`config.mk`:
```
export PLATFORM = sky130hd
export DESIGN_NAME = sprite_mover
export DESIGN_NICKNAME = d
export VERILOG_FILES = /design/src/rtl/sprite_pkg.sv /design/src/rtl/sprite_mover_pix_delay_line.sv /design/src/rtl/sprite_mover.sv
export SDC_FILE = /design/constraint.sdc
export NUM_CORES = 1
export LEC_CHECK = 0
export CAP_MARGIN = 20
export CORE_UTILIZATION = 40
export CTS_BUF_LIST = sky130_fd_sc_hd__clkbuf_8
export DETAILED_ROUTE_END_ITERATION = 6
export HOLD_SLACK_MARGIN = 0.06
export PLACE_DENSITY_LB_ADDON = 0.2
export RECOVER_POWER = 100
export SKIP_CTS_REPAIR_TIMING = 1
export SLEW_MARGIN = 20
export SYNTH_ARGS = -nofsm -noshare
export SYNTH_HDL_FRONTEND = slang
export SYNTH_SLANG_ARGS = --single-unit
```
`constraint.sdc`:
```
create_clock -name clk -period 3.98 [get_ports clk]
set_input_delay 0.796 -clock clk [delete_from_list [all_inputs] [get_ports clk]]
set_output_delay 0.796 -clock clk [all_outputs]
set_load 0.03 [all_outputs]
```
`src/rtl/sprite_pkg.sv`:
```
// sprite_pkg: shared state, colour and pixel types plus default screen size for the sprite mover.
package sprite_pkg;
  typedef enum logic [2:0] {IDLE, DRAW, READY, ERASE, DRAIN, HOLD, EDGE} state_t;
  typedef logic [2:0] colour_t;
  localparam colour_t COLOUR_BLACK = 3'd0;
  localparam int SCREEN_W_DEF = 160;
  localparam int SCREEN_H_DEF = 120;
  typedef struct packed {
    logic       valid;
    logic [7:0] x;
    logic [6:0] y;
    logic       erase;
  } pix_t;
endpackage

```
`src/rtl/sprite_mover_pix_delay_line.sv`:
```
// pix_delay_line: DEPTH-stage shift register aligning issued pixels with the ROM read latency.
module pix_delay_line
  import sprite_pkg::*;
#(
  parameter int DEPTH = 2
) (
  input  logic clk,
  input  logic reset,
  input  pix_t pix_i,
  output pix_t pix_o
);
  pix_t [DEPTH-1:0] pipe_q, pipe_d;
  always_comb begin
    pipe_d[0] = pix_i;
    for (int i = 1; i < DEPTH; i++) pipe_d[i] = pipe_q[i-1];
  end
  always_ff @(posedge clk) pipe_q <= !reset ? '0 : pipe_d;
  assign pix_o = pipe_q[DEPTH-1];
endmodule

```
`src/rtl/sprite_mover.sv`:
```
// sprite_mover: one-sprite position keeper with rate-limited moves and erase/redraw pixel streams.
// Define SPRITE_MOVER_EDGE_CLAMP_EN to clamp illegal moves to the screen edge instead of flagging them.
module sprite_mover
  import sprite_pkg::*;
#(
  parameter int SCREEN_W = SCREEN_W_DEF,
  parameter int SCREEN_H = SCREEN_H_DEF,
  parameter int SPR_W    = 11,
  parameter int SPR_H    = 10,
  parameter int X_INIT   = 73,
  parameter int Y_INIT   = 105,
  parameter int STEP     = 5,
  parameter int ROM_LAT  = 2,
  parameter int HOLDOFF  = 25_000_000,
  localparam int AW      = $clog2(SPR_W * SPR_H)
) (
  input  logic          clk,
  input  logic          reset,
  input  logic          start,
  input  logic          move_left,
  input  logic          move_right,
  output logic [AW-1:0] rom_addr,
  input  logic [2:0]    rom_data,
  output logic [7:0]    xout,
  output logic [6:0]    yout,
  output logic [2:0]    colourOut,
  output logic          drawEn,
  output logic [7:0]    xpos,
  output logic          busy,
  output logic          done,
  output logic          hit_edge
);
  localparam int CW = $clog2(SPR_W + 1);
  localparam int RW = $clog2(SPR_H + 1);
  localparam int TW = $clog2(HOLDOFF + ROM_LAT + 1);
  localparam logic [CW-1:0] COL_LAST = CW'(SPR_W - 1);
  localparam logic [RW-1:0] ROW_LAST = RW'(SPR_H - 1);
  localparam logic [TW-1:0] LAT_LAST = TW'(ROM_LAT - 1);
  localparam logic [TW-1:0] HOLD_LAST = TW'(HOLDOFF - 1);
  localparam logic [8:0] STEP9 = 9'(STEP);
  localparam logic [8:0] XMAX9 = 9'(SCREEN_W - SPR_W);
  localparam logic [7:0] STEP8 = 8'(STEP);
  localparam logic [7:0] X_INIT8 = 8'(X_INIT);
  localparam logic [6:0] Y_INIT7 = 7'(Y_INIT);
  if (X_INIT + SPR_W > SCREEN_W || Y_INIT + SPR_H > SCREEN_H) begin : g_geometry_check
    $error("sprite_mover: sprite does not fit on the screen");
  end
  state_t state_q, state_d;
  logic [7:0] xpos_q, xpos_d, ox_q, ox_d, step_x;
  logic [8:0] x9;
  logic [CW-1:0] col_q, col_d;
  logic [RW-1:0] row_q, row_d;
  logic [AW-1:0] addr_q, addr_d;
  logic [TW-1:0] cnt_q, cnt_d;
  logic hit_q, hit_d, busy_q, busy_d, done_q, done_d;
  logic last_col, last_pix, issue, step_ok;
  pix_t pix_in, pix_out;
  always_comb begin
    state_d = state_q;
    xpos_d = xpos_q;
    ox_d = ox_q;
    hit_d = hit_q;
    cnt_d = cnt_q;
    col_d = col_q;
    row_d = row_q;
    addr_d = addr_q;
    last_col = col_q == COL_LAST;
    last_pix = last_col && row_q == ROW_LAST;
    issue = state_q == ERASE || state_q == DRAW;
    x9 = {1'b0, xpos_q};
    step_ok = move_left ? x9 >= STEP9 : x9 + STEP9 <= XMAX9;
    step_x = move_left ? xpos_q - STEP8 : xpos_q + STEP8;
    // scan counters return to zero after the last pixel so the next stream starts clean
    if (issue) begin
      col_d = last_col ? '0 : col_q + 1'b1;
      row_d = last_pix ? '0 : last_col ? row_q + 1'b1 : row_q;
      addr_d = last_pix ? '0 : addr_q + 1'b1;
    end
    case (state_q)
      IDLE: if (start) begin
        state_d = DRAW;
        xpos_d = X_INIT8;
      end
      READY, EDGE: if (start) begin
        state_d = ERASE;
        ox_d = xpos_q;
        xpos_d = X_INIT8;
        hit_d = 1'b0;
      end else if (state_q == READY && (move_left || move_right)) begin
        ox_d = xpos_q;
`ifdef SPRITE_MOVER_EDGE_CLAMP_EN
        state_d = ERASE;
        xpos_d = step_ok ? step_x : move_left ? 8'd0 : XMAX9[7:0];
`else
        state_d = step_ok ? ERASE : EDGE;
        xpos_d = step_ok ? step_x : xpos_q;
        hit_d = !step_ok;
`endif
      end
      ERASE: state_d = last_pix ? DRAW : ERASE;
      DRAW: state_d = last_pix ? DRAIN : DRAW;
      DRAIN: begin
        state_d = cnt_q == LAT_LAST ? HOLD : DRAIN;
        cnt_d = cnt_q == LAT_LAST ? '0 : cnt_q + 1'b1;
      end
      HOLD: begin
        state_d = cnt_q == HOLD_LAST ? READY : HOLD;
        cnt_d = cnt_q == HOLD_LAST ? '0 : cnt_q + 1'b1;
      end
      default: state_d = IDLE;
    endcase
    busy_d = state_d == ERASE || state_d == DRAW || state_d == DRAIN;
    done_d = state_q == DRAIN && state_d == HOLD;
  end
  always_comb begin
    pix_in.valid = issue;
    pix_in.x = (state_q == ERASE ? ox_q : xpos_q) + 8'(col_q);
    pix_in.y = Y_INIT7 + 7'(row_q);
    pix_in.erase = state_q == ERASE;
  end
  always_ff @(posedge clk) begin
    if (!reset) begin
      state_q <= IDLE;
      xpos_q <= X_INIT8;
      ox_q <= '0;
      hit_q <= 1'b0;
      cnt_q <= '0;
      col_q <= '0;
      row_q <= '0;
      addr_q <= '0;
      busy_q <= 1'b0;
      done_q <= 1'b0;
    end else begin
      state_q <= state_d;
      xpos_q <= xpos_d;
      ox_q <= ox_d;
      hit_q <= hit_d;
      cnt_q <= cnt_d;
      col_q <= col_d;
      row_q <= row_d;
      addr_q <= addr_d;
      busy_q <= busy_d;
      done_q <= done_d;
    end
  end
  pix_delay_line #(.DEPTH(ROM_LAT)) u_delay (
    .clk  (clk),
    .reset(reset),
    .pix_i(pix_in),
    .pix_o(pix_out)
  );
  assign rom_addr = addr_q;
  assign xout = pix_out.x;
  assign yout = pix_out.y;
  assign colourOut = pix_out.erase ? COLOUR_BLACK : rom_data;
  assign drawEn = pix_out.valid;
  assign xpos = xpos_q;
  assign busy = busy_q;
  assign done = done_q;
  assign hit_edge = hit_q;
endmodule

```
==> flow_summary.yaml, run 1 <==
layout:
  fin_nets: 576
  final_cells: 700
  diodes: 0
  drive_gt1_share_pct: 6.25
  design_area_mm2: 0.00526
  area_growth_pct: 13.5
logic_synthesis:
  synth_warnings: 0
  yosysUniqueCellTypes: 63
  synth_xor_area_share_pct: 8.12
  synth-seq-cells: 94
  synth-compound-area-share_pct: 12.7
  syn-num-nets: 556
  synth_adder_area_share_pct: 3.67
  syn_area_mm2: 0.00464
  yosysSeqAreaShare_pct: 40.6
  synth_edf_count: 0
  synth_top_family_by_area: "simple AND/OR/NAND/NOR gates"
  synth_cells: 535
  async_reset_ff_share_pct: 0
  synth_mux_area_share_pct: 2.51
  postSynthAreaPerCell_um2: 8.66
  synth-simple-area-share_pct: 25.9
  ys.flop_type: "dfxtp_1"
drt:
  vias: 3702
  wl_per_cell_um: 13.9
  via_per_inst: 5.29
  wl_mm: 9.74
  drc_errors: 0
  ant_nets: 0
  dr.first_iter.drc_count: 175
  drt_pass1_iterations: 4
critical_path:
  slowest_delay_ns: 0.51
  startpoint_type: "register"
  r2r_start: "state_q[0]"
  path_max_fanout: 14
  path_class: "reg -> reg"
  arrival_ns: 3.26
  cp-end-kind: "register"
  crit_chain: "nor2b_1 -> buf_4 -> nand2_1 -> mux2_2 -> ha_1 -> fa_1 -> a21o_1 -> a21oi_1 -> a21oi_1 -> xor2_1 -> nor2_1"
  cpMostUsedCell: "a21oi_1"
  cp-startpoint: "state_q[0]"
  crit_slowest_cell: "dfxtp_1"
  cp.required_ns: 4.17
pwr:
  vdd_drop_max_v: 0.000284
  p_leak_nw: 2.05
  p_clk_share_pct: 40.0
  p_comb_share_pct: 6.1
  power_frac_seq_pct: 53.8
  sw_frac_of_total_pct: 22.9
  p_int_w: 0.00139
  powerDensity_mw_per_mm2: 341
  p_sw_w: 0.000411
sta:
  maxSlewViolCount: 37
  slew_headroom_pct: -10.3
  worstMarginPinSlew_ns: 1.65
  report.final.hold_viol_count: 0
  rsz0062_at_grt: "no"
  min_period_ns: 3.08
  timing.fmax_mhz: 325
  fin_skew_ns: 0.0151
  post-route-period-util_pct: 77.3
  fin_tns_setup_ns: 0
  finalSetupViolations: 0
cts:
  clockBufferDepth: 2
  numCtsBuffers: 9
  cts_root_buffer: "clkbuf_8"
  clkSinkCount: 94
  cts_tree: "yes"
  clk_latency_ns: 0.37
  htree_levels: 3
  clk_pin_slew_ns: 0.09
global_route:
  grt_max_degree: 37
  overflow: 0
  grt_pass1_vias: 3424
  grt_use_total_pct: 17.8
  grt_pass1_wl_mm: 16.5
  antenna_found_initial: 0
floorplanning:
  die-area_mm2: 0.0120
  initial_utilization_pct: 41.8
  core_mm2: 0.0111
  dieWidth_um: 110
  die-height_um: 110
  pin_count: 45
  num_rows: 38
placed_design:
  gp_congestion: 0.830
  dp.cells: 684
  place_area_mm2: 0.00506
  hpwl_mm: 7.15
  port_buffers: 44
run_status:
  status: "finished, violations left"
  violations: "max-capacitance violations, max-slew violations"
min_path:
  hold_path.class: "reg -> reg"
  min_from: "u_delay.pipe_d[17]"
run:
  maxCapViolations: 1
[final cells by class]
cell class | instances | area (um2)
clock buffers | 11 | 151
clock inverters | 5 | 81.3
inverters | 16 | 60.1
fillers | 1109 | 5810
repair buffers | 50 | 478
multi-input cells | 384 | 2440
flip-flops and latches | 94 | 1880
well taps | 140 | 175
[worst max-delay path, delay by kind of cell, from the launching register on]
kind / cells / cell delay [ns]
adder cells (fa/ha/maj): 2 / 0.62
multiplexers: 1 / 0.40
XOR/XNOR: 1 / 0.15
AND/OR/NAND/NOR: 3 / 0.55
buffers and inverters: 1 / 0.19
AO/OA/AOI/OAI: 3 / 0.46
flip-flops: 1 / 0.51
[power by group through the flow]
stage          Sequential (W)  Combinational (W)  Clock, W
2_1_floorplan        0.000989          0.0000786         0
3_3_place_gp         0.000989           0.000115         0
3_5_place_dp         0.000990           0.000117         0
4_1_cts              0.000968           0.000117  0.000741
5_1_grt              0.000970           0.000122  0.000782
6_report             0.000967           0.000110  0.000720
[cells by family (layout without fill, tap and decap cells)]
group | Yosys count | in the layout
AO/OA/AOI/OAI | 84 | 84
XOR/XNOR | 43 | 43
adder cells (fa/ha/maj) | 13 | 13
buffers and inverters | 57 | 82
flip-flops | 94 | 94
multiplexers | 11 | 11
AND/OR/NAND/NOR | 233 | 233
[Yosys cell counts (all sizes together) (12+ instances only)]
master / instances / area, um2
buf: 26 / 183
clkbuf: 15 / 56.3
xor2: 22 / 193
xnor2: 21 / 184
a21oi: 36 / 206
nand3: 20 / 100
inv: 16 / 60.1
nand4: 13 / 81.3
nor3: 13 / 76.3
nand2: 49 / 186
dfxtp: 94 / 1880
nor2: 68 / 255
o21ai: 12 / 63.8
ha: 12 / 150
and2: 23 / 144
[registers in the layout, summed over array words and instances, names as in the netlist]
| name | flops |
|---|---|
| busy | 1 |
| cnt_q | 25 |
| col_q | 4 |
| done | 1 |
| hit_edge | 1 |
| ox_q | 8 |
| rom_addr | 7 |
| row_q | 4 |
| state_q | 3 |
| u_delay.pipe_d | 16 |
| u_delay.pix_o | 16 |
| xpos | 8 |
[layout by cell type (no fill, tap or decap), types with 5 or more instances in the layout]
master and instances:
a211oi_1 5, a21o_1 6, a21oi_1 34, and2_1 19, and3_1 5, clkbuf_8 11, clkdlybuf4s50_1 5, dfxtp_1 94
dlygate4sd3_1 39, ha_1 12, inv_1 16, mux2i_1 6, nand2_1 48, nand3_1 20, nand4_1 13, nor2_1 68
nor2b_1 9, nor3_1 12, nor4_1 8, o21ai_0 11, xnor2_1 21, xor2_1 22
[metrics by stage]
step | power, W | util (%) | hold WS, ns | setup slack [ns]
after floorplan | 0.00107 | - | 0.412 | 1.22
after global placement | 0.00110 | 45.7 | 0.414 | 0.806
after detailed placement | 0.00111 | 45.7 | 0.418 | 0.760
after CTS | 0.00183 | 47.8 | 0.435 | 0.929
after global routing | 0.00187 | 47.5 | 0.437 | 0.641
final | 0.00180 | 47.5 | 0.432 | 0.905
[worst paths after layout]
kind	cells past startpoint	slack (ns)	endpoint
worst min register to register	1	0.43	u_delay.pix_o[0]
worst max-delay path	11	0.90	u_delay.pipe_d[31]
worst min-delay path	1	0.43	u_delay.pix_o[0]
worst max register to register	11	0.90	u_delay.pipe_d[31]
[per-layer routing]
| layer | global-route usage, % | wire, um |
|---|---|---|
| met3 | 4.98 | 429 |
| met5 | 0 | 0 |
| met1 | 23.5 | 4730 |
| met4 | 5.71 | 140 |
| met2 | 28.1 | 4440 |
(Power assumes the default switching activity.)
==> run 2, diff against run 1 <==
==> constraint.sdc (replaced) <==
create_clock -name clk -period 3 [get_ports clk]
set_input_delay 0.6 -clock clk [delete_from_list [all_inputs] [get_ports clk]]
set_output_delay 0.6 -clock clk [all_outputs]
set_load 0.03 [all_outputs]
==> flow_summary.yaml, run 2 (synthesized netlist as in run 1, its figures left out) <==
run_status:
  status: "completed"
critical_path:
  startpoint_type: "register"
  arrival_ns: 2.84
  path_max_fanout: 8
  cp-end-kind: "register"
  cp.required_ns: 3.24
  path_class: "reg -> reg"
run:
  maxCapViolations: 0
cts:
  clockBufferDepth: 2
  numCtsBuffers: 9
  cts_tree: "yes"
  cts_root_buffer: "clkbuf_8"
  clk_latency_ns: 0.37
  clkSinkCount: 94
  htree_levels: 3
  clk_pin_slew_ns: 0.08
drt:
  ant_nets: 0
  drt_pass1_iterations: 5
  via_per_inst: 5.17
  vias: 3660
  wl_per_cell_um: 13.6
  drc_errors: 0
  wl_mm: 9.65
  dr.first_iter.drc_count: 147
layout:
  final_cell_mix: "dfxtp_1, nor2_1, nand2_1, dlygate4sd3_1, a21oi_1"
  diodes: 0
  largest_reg_flops: 25
  drive_gt1_share_pct: 7.39
  final_common_cell: "dfxtp_1"
  area_growth_pct: 13.4
  final_cells: 708
  fin_nets: 585
  regMostFlops: "cnt_q"
global_route:
  grt_pass1_vias: 3413
  antenna_found_initial: 0
  overflow: 0
  grt_max_degree: 37
  grt_use_total_pct: 17.2
  grt_pass1_wl_mm: 16.1
sta:
  min_period_ns: 2.60
  fin_skew_ns: 0.0166
  slew_headroom_pct: 38.3
  timing.fmax_mhz: 385
  post-route-period-util_pct: 86.6
  fin_tns_setup_ns: 0
  finalSetupViolations: 0
  rsz0062_at_grt: "no"
  report.final.hold_viol_count: 0
  maxSlewViolCount: 0
  worstMarginPinSlew_ns: 0.925
placed_design:
  dp.cells: 693
  hpwl_mm: 7.04
  gp_congestion: 0.836
  port_buffers: 44
floorplanning:
  initial_utilization_pct: 41.8
  dieWidth_um: 110
  pin_count: 45
  die-height_um: 110
  num_rows: 38
  die-area_mm2: 0.0120
  core_mm2: 0.0111
pwr:
  powerDensity_mw_per_mm2: 412
  vdd_drop_max_v: 0.000212
  p_leak_nw: 2.06
min_path:
  hold_path.class: "reg -> reg"
-- run 2: cell count changes in the layout (fill, tap and decap cells not counted), sizes merged --
cell    change
inv         +1
buf         +6
bufinv      -2
clkbuf      +2
clkinv      +1
-- run 2: critical path, stage by stage (launching register included) --
cell      delay, ns
dfxtp_1        0.41
nor2b_1        0.08
nand2_1        0.17
clkbuf_1       0.39
mux2_2         0.39
ha_1           0.32
a21o_1         0.19
a21oi_1        0.23
a21oi_1        0.08
xor2_1         0.17
nor2_1         0.05
-- run 2: metal layers --
| metal | GRT usage, % | wire [um] | vias to the layer above |
|---|---|---|---|
| li1 | - | - | 1878 |
| met1 | 22.9 | 4740 | 1703 |
| met2 | 27.1 | 4380 | 64 |
| met3 | 3.14 | 329 | 15 |
| met4 | 7.43 | 197 | 0 |
| met5 | 0 | 0 | - |
-- run 2: final cells by class --
cell class              instances  area (um2)
clock inverters                 5        26.3
clock buffers                  10         138
inverters                      16        60.1
repair buffers                 59         536
flip-flops and latches         94        1880
fillers                      1085        5820
multi-input cells             384        2440
well taps                     140         175
-- run 2: final timing paths --
check                startpoint            endpoint  cells past startpoint  slack [ns]
min          u_delay.pipe_d[23]    u_delay.pix_o[6]                      1        0.44
min reg2reg  u_delay.pipe_d[23]    u_delay.pix_o[6]                      1        0.44
max reg2reg          state_q[2]  u_delay.pipe_d[31]                     10        0.40
max                  state_q[2]  u_delay.pipe_d[31]                     10        0.40
-- run 2: report_power, final --
group          switching, W  internal (W)  total (W)  leakage (nW)
registers         0.0000129       0.00127    0.00128         0.762
logic             0.0000940     0.0000562   0.000150          1.20
clock network      0.000420      0.000314   0.000734        0.0949
-- run 2: through the flow --
step                setup WS [ns]  instance area (um2)  total power (W)  hold WS [ns]  util [%]
global placement            0.335                 5120          0.00147         0.415      46.3
global route                0.215                 5260          0.00226         0.453      47.4
finish                      0.403                 5260          0.00216         0.436      47.4
detailed placement          0.262                 5120          0.00147         0.418      46.3
floorplan                   0.238                 4640          0.00142         0.412         -
CTS                         0.467                 5290          0.00220         0.439      47.7
